--- src/rtl/tcm_arb_pkg.sv ---
// tcm_arb_pkg: shared types and defaults for the TCM port arbiter.
//   state_e       : response-phase state (IDLE, RSP_I, RSP_D)
//   gnt_e         : which port owns the RAM this cycle (GNT_I, GNT_D)
//   TCM_*         : default BASE_ADDR / RAM_AW / STARVE_MAX values
//   addr_in_range : true when a byte address falls inside the TCM window
package tcm_arb_pkg;

  localparam logic [31:0] TCM_BASE_ADDR  = 32'h8000_0000;
  localparam int unsigned TCM_RAM_AW     = 14;
  localparam int unsigned TCM_STARVE_MAX = 4;

  typedef enum logic [1:0] {
    IDLE,
    RSP_I,
    RSP_D
  } state_e;

  typedef enum logic {
    GNT_I,
    GNT_D
  } gnt_e;

  // Window is [base, base + 2^(aw+3)) in bytes.
  function automatic logic addr_in_range(input logic [31:0] addr,
                                         input logic [31:0] base,
                                         input int unsigned aw);
    logic [31:0] off;
    off = addr - base;
    return (addr >= base) && ((off >> (aw + 3)) == 32'd0);
  endfunction

endpackage

--- src/rtl/tcm_arb_sel.sv ---
// tcm_arb_sel: combinational grant selection for the fetch (I) and data (D)
// ports, plus the history state that decides contended cycles.
//   clk_i, rst_n_i : clock, synchronous active-low reset
//   req_i_i        : fetch request present
//   req_d_i        : data request present
//   gnt_valid_o    : a port is granted this cycle
//   gnt_o          : which port is granted
// Build option TCM_ARB_ROUND_ROBIN_EN: contended cycles alternate based on
// the last grant. Default: data wins, fetch wins after STARVE_MAX losses.
module tcm_arb_sel
  import tcm_arb_pkg::*;
#(
  parameter int unsigned STARVE_MAX = TCM_STARVE_MAX
) (
  input  logic clk_i,
  input  logic rst_n_i,
  input  logic req_i_i,
  input  logic req_d_i,
  output logic gnt_valid_o,
  output gnt_e gnt_o
);

  gnt_e contend_win;

`ifdef TCM_ARB_ROUND_ROBIN_EN
  gnt_e last_q;

  assign contend_win = (last_q == GNT_I) ? GNT_D : GNT_I;

  always_ff @(posedge clk_i) begin
    if (!rst_n_i) begin
      last_q <= GNT_I;
    end else if (gnt_valid_o) begin
      last_q <= gnt_o;
    end
  end
`else
  localparam int unsigned CW = $clog2(STARVE_MAX + 2);

  logic [CW-1:0] starve_q;

  assign contend_win = (starve_q >= CW'(STARVE_MAX)) ? GNT_I : GNT_D;

  // A data grant while fetch is requesting is a contended fetch loss.
  // The counter cannot pass STARVE_MAX since fetch then wins and clears it.
  always_ff @(posedge clk_i) begin
    if (!rst_n_i) begin
      starve_q <= '0;
    end else if (gnt_valid_o && gnt_o == GNT_I) begin
      starve_q <= '0;
    end else if (gnt_valid_o && req_i_i) begin
      starve_q <= starve_q + 1'b1;
    end
  end
`endif

  always_comb begin
    gnt_valid_o = 1'b0;
    gnt_o       = GNT_I;
    if (rst_n_i) begin
      if (req_i_i && req_d_i) begin
        gnt_valid_o = 1'b1;
        gnt_o       = contend_win;
      end else if (req_i_i) begin
        gnt_valid_o = 1'b1;
        gnt_o       = GNT_I;
      end else if (req_d_i) begin
        gnt_valid_o = 1'b1;
        gnt_o       = GNT_D;
      end
    end
  end

endmodule

--- src/rtl/tcm_port_arbiter.sv ---
// tcm_port_arbiter: shares one single-port 64-bit TCM RAM between an
// instruction-fetch port and a 32-bit data port, one grant per cycle,
// responses exactly one cycle after accept.
//   clk, rst_n          : clock, synchronous active-low reset
//   mem_i_*             : fetch port (rd/pc in, accept/valid/inst/error out)
//   mem_d_*             : data port (rd/wr/addr/data/tag in,
//                         accept/ack/data/tag/error out)
//   ram_*               : RAM side (en/we/addr/wdata out, rdata in)
// Build option TCM_ARB_ROUND_ROBIN_EN selects round-robin contention
// handling (see tcm_arb_sel).
module tcm_port_arbiter
  import tcm_arb_pkg::*;
#(
  parameter logic [31:0] BASE_ADDR  = TCM_BASE_ADDR,
  parameter int unsigned RAM_AW     = TCM_RAM_AW,
  parameter int unsigned STARVE_MAX = TCM_STARVE_MAX
) (
  input  logic              clk,
  input  logic              rst_n,
  input  logic              mem_i_rd_i,
  input  logic [31:0]       mem_i_pc_i,
  output logic              mem_i_accept_o,
  output logic              mem_i_valid_o,
  output logic [63:0]       mem_i_inst_o,
  output logic              mem_i_error_o,
  input  logic              mem_d_rd_i,
  input  logic [3:0]        mem_d_wr_i,
  input  logic [31:0]       mem_d_addr_i,
  input  logic [31:0]       mem_d_data_wr_i,
  input  logic [10:0]       mem_d_req_tag_i,
  output logic              mem_d_accept_o,
  output logic              mem_d_ack_o,
  output logic [31:0]       mem_d_data_rd_o,
  output logic [10:0]       mem_d_resp_tag_o,
  output logic              mem_d_error_o,
  output logic              ram_en_o,
  output logic [7:0]        ram_we_o,
  output logic [RAM_AW-1:0] ram_addr_o,
  output logic [63:0]       ram_wdata_o,
  input  logic [63:0]       ram_rdata_i
);

  logic   req_d, d_write, i_in, d_in;
  logic   gnt_valid, gnt_i, gnt_d;
  gnt_e   gnt;

  state_e      state_q, state_d;
  logic        err_q, err_d;
  logic        lane_q, lane_d;
  logic [10:0] tag_q, tag_d;
  logic [63:0] inst_q;
  logic [31:0] data_q;
  logic        rsp_i, rsp_d;
  logic [31:0] lane_rdata;

  assign d_write = |mem_d_wr_i;
  assign req_d   = mem_d_rd_i | d_write;
  assign i_in    = addr_in_range(mem_i_pc_i, BASE_ADDR, RAM_AW);
  assign d_in    = addr_in_range(mem_d_addr_i, BASE_ADDR, RAM_AW);

  tcm_arb_sel #(
    .STARVE_MAX(STARVE_MAX)
  ) u_sel (
    .clk_i      (clk),
    .rst_n_i    (rst_n),
    .req_i_i    (mem_i_rd_i),
    .req_d_i    (req_d),
    .gnt_valid_o(gnt_valid),
    .gnt_o      (gnt)
  );

  assign gnt_i          = gnt_valid && gnt == GNT_I;
  assign gnt_d          = gnt_valid && gnt == GNT_D;
  assign mem_i_accept_o = gnt_i;
  assign mem_d_accept_o = gnt_d;

  // RAM request side
  assign ram_en_o    = (gnt_i && i_in) || (gnt_d && d_in);
  assign ram_addr_o  = gnt_i ? mem_i_pc_i[RAM_AW+2:3] : mem_d_addr_i[RAM_AW+2:3];
  assign ram_wdata_o = {mem_d_data_wr_i, mem_d_data_wr_i};

  always_comb begin
    ram_we_o = '0;
    if (gnt_d && d_in && d_write) begin
      ram_we_o = mem_d_addr_i[2] ? {mem_d_wr_i, 4'b0000} : {4'b0000, mem_d_wr_i};
    end
  end

  // Response-phase next state: follows the grant every cycle
  always_comb begin
    state_d = IDLE;
    err_d   = 1'b0;
    lane_d  = lane_q;
    tag_d   = tag_q;
    if (gnt_i) begin
      state_d = RSP_I;
      err_d   = !i_in;
    end else if (gnt_d) begin
      state_d = RSP_D;
      err_d   = !d_in;
      lane_d  = mem_d_addr_i[2];
      tag_d   = mem_d_req_tag_i;
    end
  end

  // Qualifying with rst_n drops a response that is pending as reset asserts.
  assign rsp_i      = rst_n && state_q == RSP_I;
  assign rsp_d      = rst_n && state_q == RSP_D;
  assign lane_rdata = lane_q ? ram_rdata_i[63:32] : ram_rdata_i[31:0];

  assign mem_i_valid_o    = rsp_i;
  assign mem_i_error_o    = rsp_i && err_q;
  assign mem_d_ack_o      = rsp_d;
  assign mem_d_error_o    = rsp_d && err_q;
  assign mem_d_resp_tag_o = tag_q;

  // RAM data only exists in the response cycle; the holding registers
  // keep the last delivered value visible afterwards.
  assign mem_i_inst_o    = rsp_i ? (err_q ? '0 : ram_rdata_i) : inst_q;
  assign mem_d_data_rd_o = rsp_d ? (err_q ? '0 : lane_rdata)  : data_q;

  always_ff @(posedge clk) begin
    if (!rst_n) begin
      state_q <= IDLE;
      err_q   <= 1'b0;
      lane_q  <= 1'b0;
      tag_q   <= '0;
      inst_q  <= '0;
      data_q  <= '0;
    end else begin
      state_q <= state_d;
      err_q   <= err_d;
      lane_q  <= lane_d;
      tag_q   <= tag_d;
      if (rsp_i) inst_q <= mem_i_inst_o;
      if (rsp_d) data_q <= mem_d_data_rd_o;
    end
  end

endmodule

--- config.mk ---
export PLATFORM = sky130hd
export DESIGN_NAME = tcm_port_arbiter
export DESIGN_NICKNAME = d
export VERILOG_FILES = /design/src/rtl/tcm_arb_pkg.sv /design/src/rtl/tcm_arb_sel.sv /design/src/rtl/tcm_port_arbiter.sv
export SDC_FILE = /design/constraint.sdc
export NUM_CORES = 1
export LEC_CHECK = 0
export BUFFER_PORTS_ARGS = -buffer_cell sky130_fd_sc_hd__buf_4
export CORE_AREA = 3 3 146 148
export CTS_CLUSTER_DIAMETER = 50
export DETAILED_ROUTE_END_ITERATION = 10
export DIE_AREA = 0 0 149 151
export GPL_TIMING_DRIVEN = 0
export PLACE_DENSITY = 0.63
export RECOVER_POWER = 50
export SETUP_SLACK_MARGIN = 0.5
export SLEW_MARGIN = 20
export SYNTH_ARGS = -nofsm -noshare
export SYNTH_HDL_FRONTEND = slang
export SYNTH_SLANG_ARGS = --single-unit
--- constraint.sdc ---
create_clock -name clk -period 2.1 [get_ports clk]
set_clock_uncertainty 0.15 [all_clocks]
set_input_delay 0.315 -clock clk [delete_from_list [all_inputs] [get_ports clk]]
set_output_delay 0.315 -clock clk [all_outputs]
set_load 0.02 [all_outputs]
==> impl_results.md <==
- Placed cells: 1355
- Total CTS buffers: 17
- CP Data Required Time: 1.63 ns
- Yosys warnings: 0
- Crit path max-delay family: simple AND/OR/NAND/NOR gates
- Final instance area: 12570 µm²
- Die X: 149 µm
- Yosys reg bits: 114
- HP Start: ram_rdata_i[62]
- Final Cycle Share: 107.8%
- Switching Fraction: 25.77%
- Routability Congestion: 0.7582
- Failing checks: setup timing
- Pre-CTS WS: -0.2566 ns
- Met1 WL: 9961 µm
- Die Height: 151 µm
- Clock tree root buffer cell: clkbuf_16
- Flop pwr share: 32.4%
- Initial antenna violation count: 0
- Mean area per synthesized cell: 8.247 µm²
- Combinational share of power: 22.4%
- H-tree depth: 4
- Iteration count of the initial detailed-routing pass: 4
- Final WL: 26370 µm
- Topmost layer with routed signal wires: met4
- Drt initial violations: 147
- Crit end category: primary output
- Hold Path Class: in2reg
- Initial core utilization: 30.50%
- Hpwl dp: 18200 µm
- Number of max-cap violations: 0
- Reg2Reg Depth: 6
- Layout area overhead: 104.4%
- Tmin final: 2.264 ns
- Pin count of the biggest net entering global routing: 17
- Num rows: 52
- Tot GR Track Use: 21.43%
- Mapped Cells: 746
- CTS tree: done
- WL met2: 14460 µm
- DRC violations left: 0
- Highest-count cells in the layout ignoring fill and taps: buf_4 (234), buf_6 (129), dfxtp_1 (109)
- CTS max path bufs: 2
- Final Instance Count excl. Fillers: 1459
- Clk_lat worst skew: 0.41 ns
- Crit-path max FO: 9
- Critical path type: reg2out
- Diodes inserted: 0
- Via count: 6783
- Pint: 5.142 mW
- Worst reg-to-reg setup slack: 0.43 ns
- Status: finished, violations left
- Setup tns final: -9.444 ns
- Final setup viols: 106
- Buf/Inv on CP: 3
- Ports: 379
- First-pass GRT wire length: 36930 µm
- Relative slew slack: 63.49%
- Hold Path Depth: 3
- Slowest CP cell: dfxtp_2
- RSZ-0062 raised after global routing: yes
- WL met3: 1611 µm
- Mapped Nets: 926
- Vias in the first global route: 6606
- RR Startpoint: state_q[1]
- Hold Crit Endpoint: inst_q[62]
- Port buffer count: 339
- Synth Cell Area: 6152 µm²
- Max Fclk: 0.4417 GHz
- Fin nets: 1356
- Reg-to-reg endpoint: inst_q[15]
- LEAKAGE: 5.855 nW
- Final-report hold violation count: 0
- Startpoint types: register
- DIE AREA: 22500 µm²
- GRT overflow: 0
- Layout cells sized above 1: 59.38%
- CP cell instances: nand3b_4 -> buf_12 -> clkbuf_16 -> nand3b_1 -> nand2_2 -> buf_6
- Clock network fraction of design power: 45.2%
- Clock transition at path regs: 0.05 ns
- Synth cell types: 36
- Pwr Density: 550.9 nW/µm²
- Placed cell area: 9413 µm²
- Hold_ws: 0.07514 ns
- CP arrival: 1.80 ns
- Switching power: 1.785 mW
- Largest stage delay, worst path: 0.31 ns
- Most common cell after layout, fill and taps aside: buf_4
- Core area: 20170 µm²
- Sinks on Clock Net: 114
- Max VDD drop: 0.0005002 V
- Fin worst setup slack: -0.1640 ns
- DR vias/cell: 4.649
- Sequential area share after synthesis: 37.10%
- ANT nets after route: 0
- Slew at the pin closest to its max-slew limit: 0.5477 ns
- DR WL/cell: 18.07 µm
- Fin. max-slew vios: 0
-- synth_stat cells --
master	count	share of area (%)
nand3_1	32	2.6
a211oi_1	1	0.12
xor2_1	1	0.14
clkinv_1	1	0.061
buf_6	4	0.73
mux2_1	7	1.3
nor3_1	2	0.16
inv_2	1	0.061
a21o_1	1	0.12
mux2i_1	12	2.0
ha_1	1	0.20
clkbuf_1	32	2.0
nor2b_1	1	0.10
and3_1	3	0.31
a21boi_1	1	0.12
a22o_1	1	0.14
nand2_1	205	13
buf_4	65	7.9
nor2_1	3	0.18
buf_1	3	0.18
nor4b_1	2	0.28
nor3_2	1	0.16
nand3b_1	63	7.7
nor4_1	12	1.2
buf_2	12	0.98
or3b_2	2	0.28
o22ai_1	1	0.10
o21a_1	1	0.12
dfxtp_1	114	37
inv_1	21	1.3
nand3b_2	1	0.18
mux2_2	40	7.3
a21bo_1	1	0.16
a21boi_0	95	12
nand4_1	2	0.20
a41oi_4	1	0.45
-- worst max path at each step --
stage	startpoint	to	slack [ns]	cells after the start
after floorplan	mem_d_addr_i[17]	ram_we_o[0]	0.1	3
after global placement	mem_d_addr_i[17]	ram_we_o[0]	-0.26	5
after detailed placement	mem_d_addr_i[17]	ram_we_o[0]	-0.26	5
after CTS	u_sel.starve_q[2]	ram_addr_o[9]	-0.18	5
after global routing	state_q[1]	mem_i_inst_o[32]	-0.23	6
final	state_q[1]	mem_i_inst_o[15]	-0.16	6
-- layer usage --
| layer | track usage [%] | vias up |
|---|---|---|
| li1 | - | 3317 |
| met1 | 23.58 | 3203 |
| met2 | 40.73 | 239 |
| met3 | 5.446 | 24 |
| met4 | 5.858 | 0 |
| met5 | 0 | - |
-- kinds of logic (layout without fill, tap and decap cells) --
logic type	after synthesis	after routing	share of synthesized area, %
AOI/OAI and AO/OA	103	103	12.93
xor gates and xnor gates	1	1	0.1424
adders and majority gates	1	1	0.2033
buffers and inverters	139	582	13.18
DFF	114	114	37.10
muxes	59	59	10.56
and+or+nand+nor	329	329	25.89
-- through the flow --
step | power, mW | util [%]
finish | 6.927 | 62.34
global route | 7.154 | 62.34
CTS | 6.968 | 59.82
detailed placement | 3.467 | 46.67
global placement | 3.460 | 46.67
floorplan | 2.907 | -
-- worst min-delay path: stages --
cell and delay (ns):
buf_4 0.11, nand3b_1 0.08, a21boi_0 0.07
-- power by group through the flow --
| stage | registers [mW] | clock network, mW | logic, mW |
|---|---|---|---|
| floorplan | 2.30 | 0 | 0.607 |
| global placement | 2.28 | 0 | 1.18 |
| detailed placement | 2.28 | 0 | 1.19 |
| CTS | 2.24 | 3.19 | 1.53 |
| global route | 2.25 | 3.26 | 1.64 |
| finish | 2.24 | 3.13 | 1.55 |
-- flip-flops by register name, indices dropped and copies added (netlist names) --
name	flops
mem_d_resp_tag_o	11
inst_q	64
data_q	32
u_sel.starve_q	3
lane_q	1
state_q	2
err_q	1
-- layout make-up --
cell class                      count  area, µm²
Fill cell                        1795       7595
Multi-Input combinational cell    493       4282
Timing Repair Buffer              411       3754
Sequential cell                   114       2291
Buffer                            116       1167
Clock buffer                       22      484.2
Tap cell                          270      337.8
Clock inverter                     10      153.9
Inverter                           23      105.1
-- what timing repair did --
action                                  in CTS  in global routing
hold buffers                                11                  0
endpoints found under the hold margin       11                  0
setup buffers                               25                 15
cloned                                      13                  8
endpoints found under the setup margin     203                169
pin swaps                                   63                 79
resized for setup                          340                148
(Power assumes the default switching activity.)
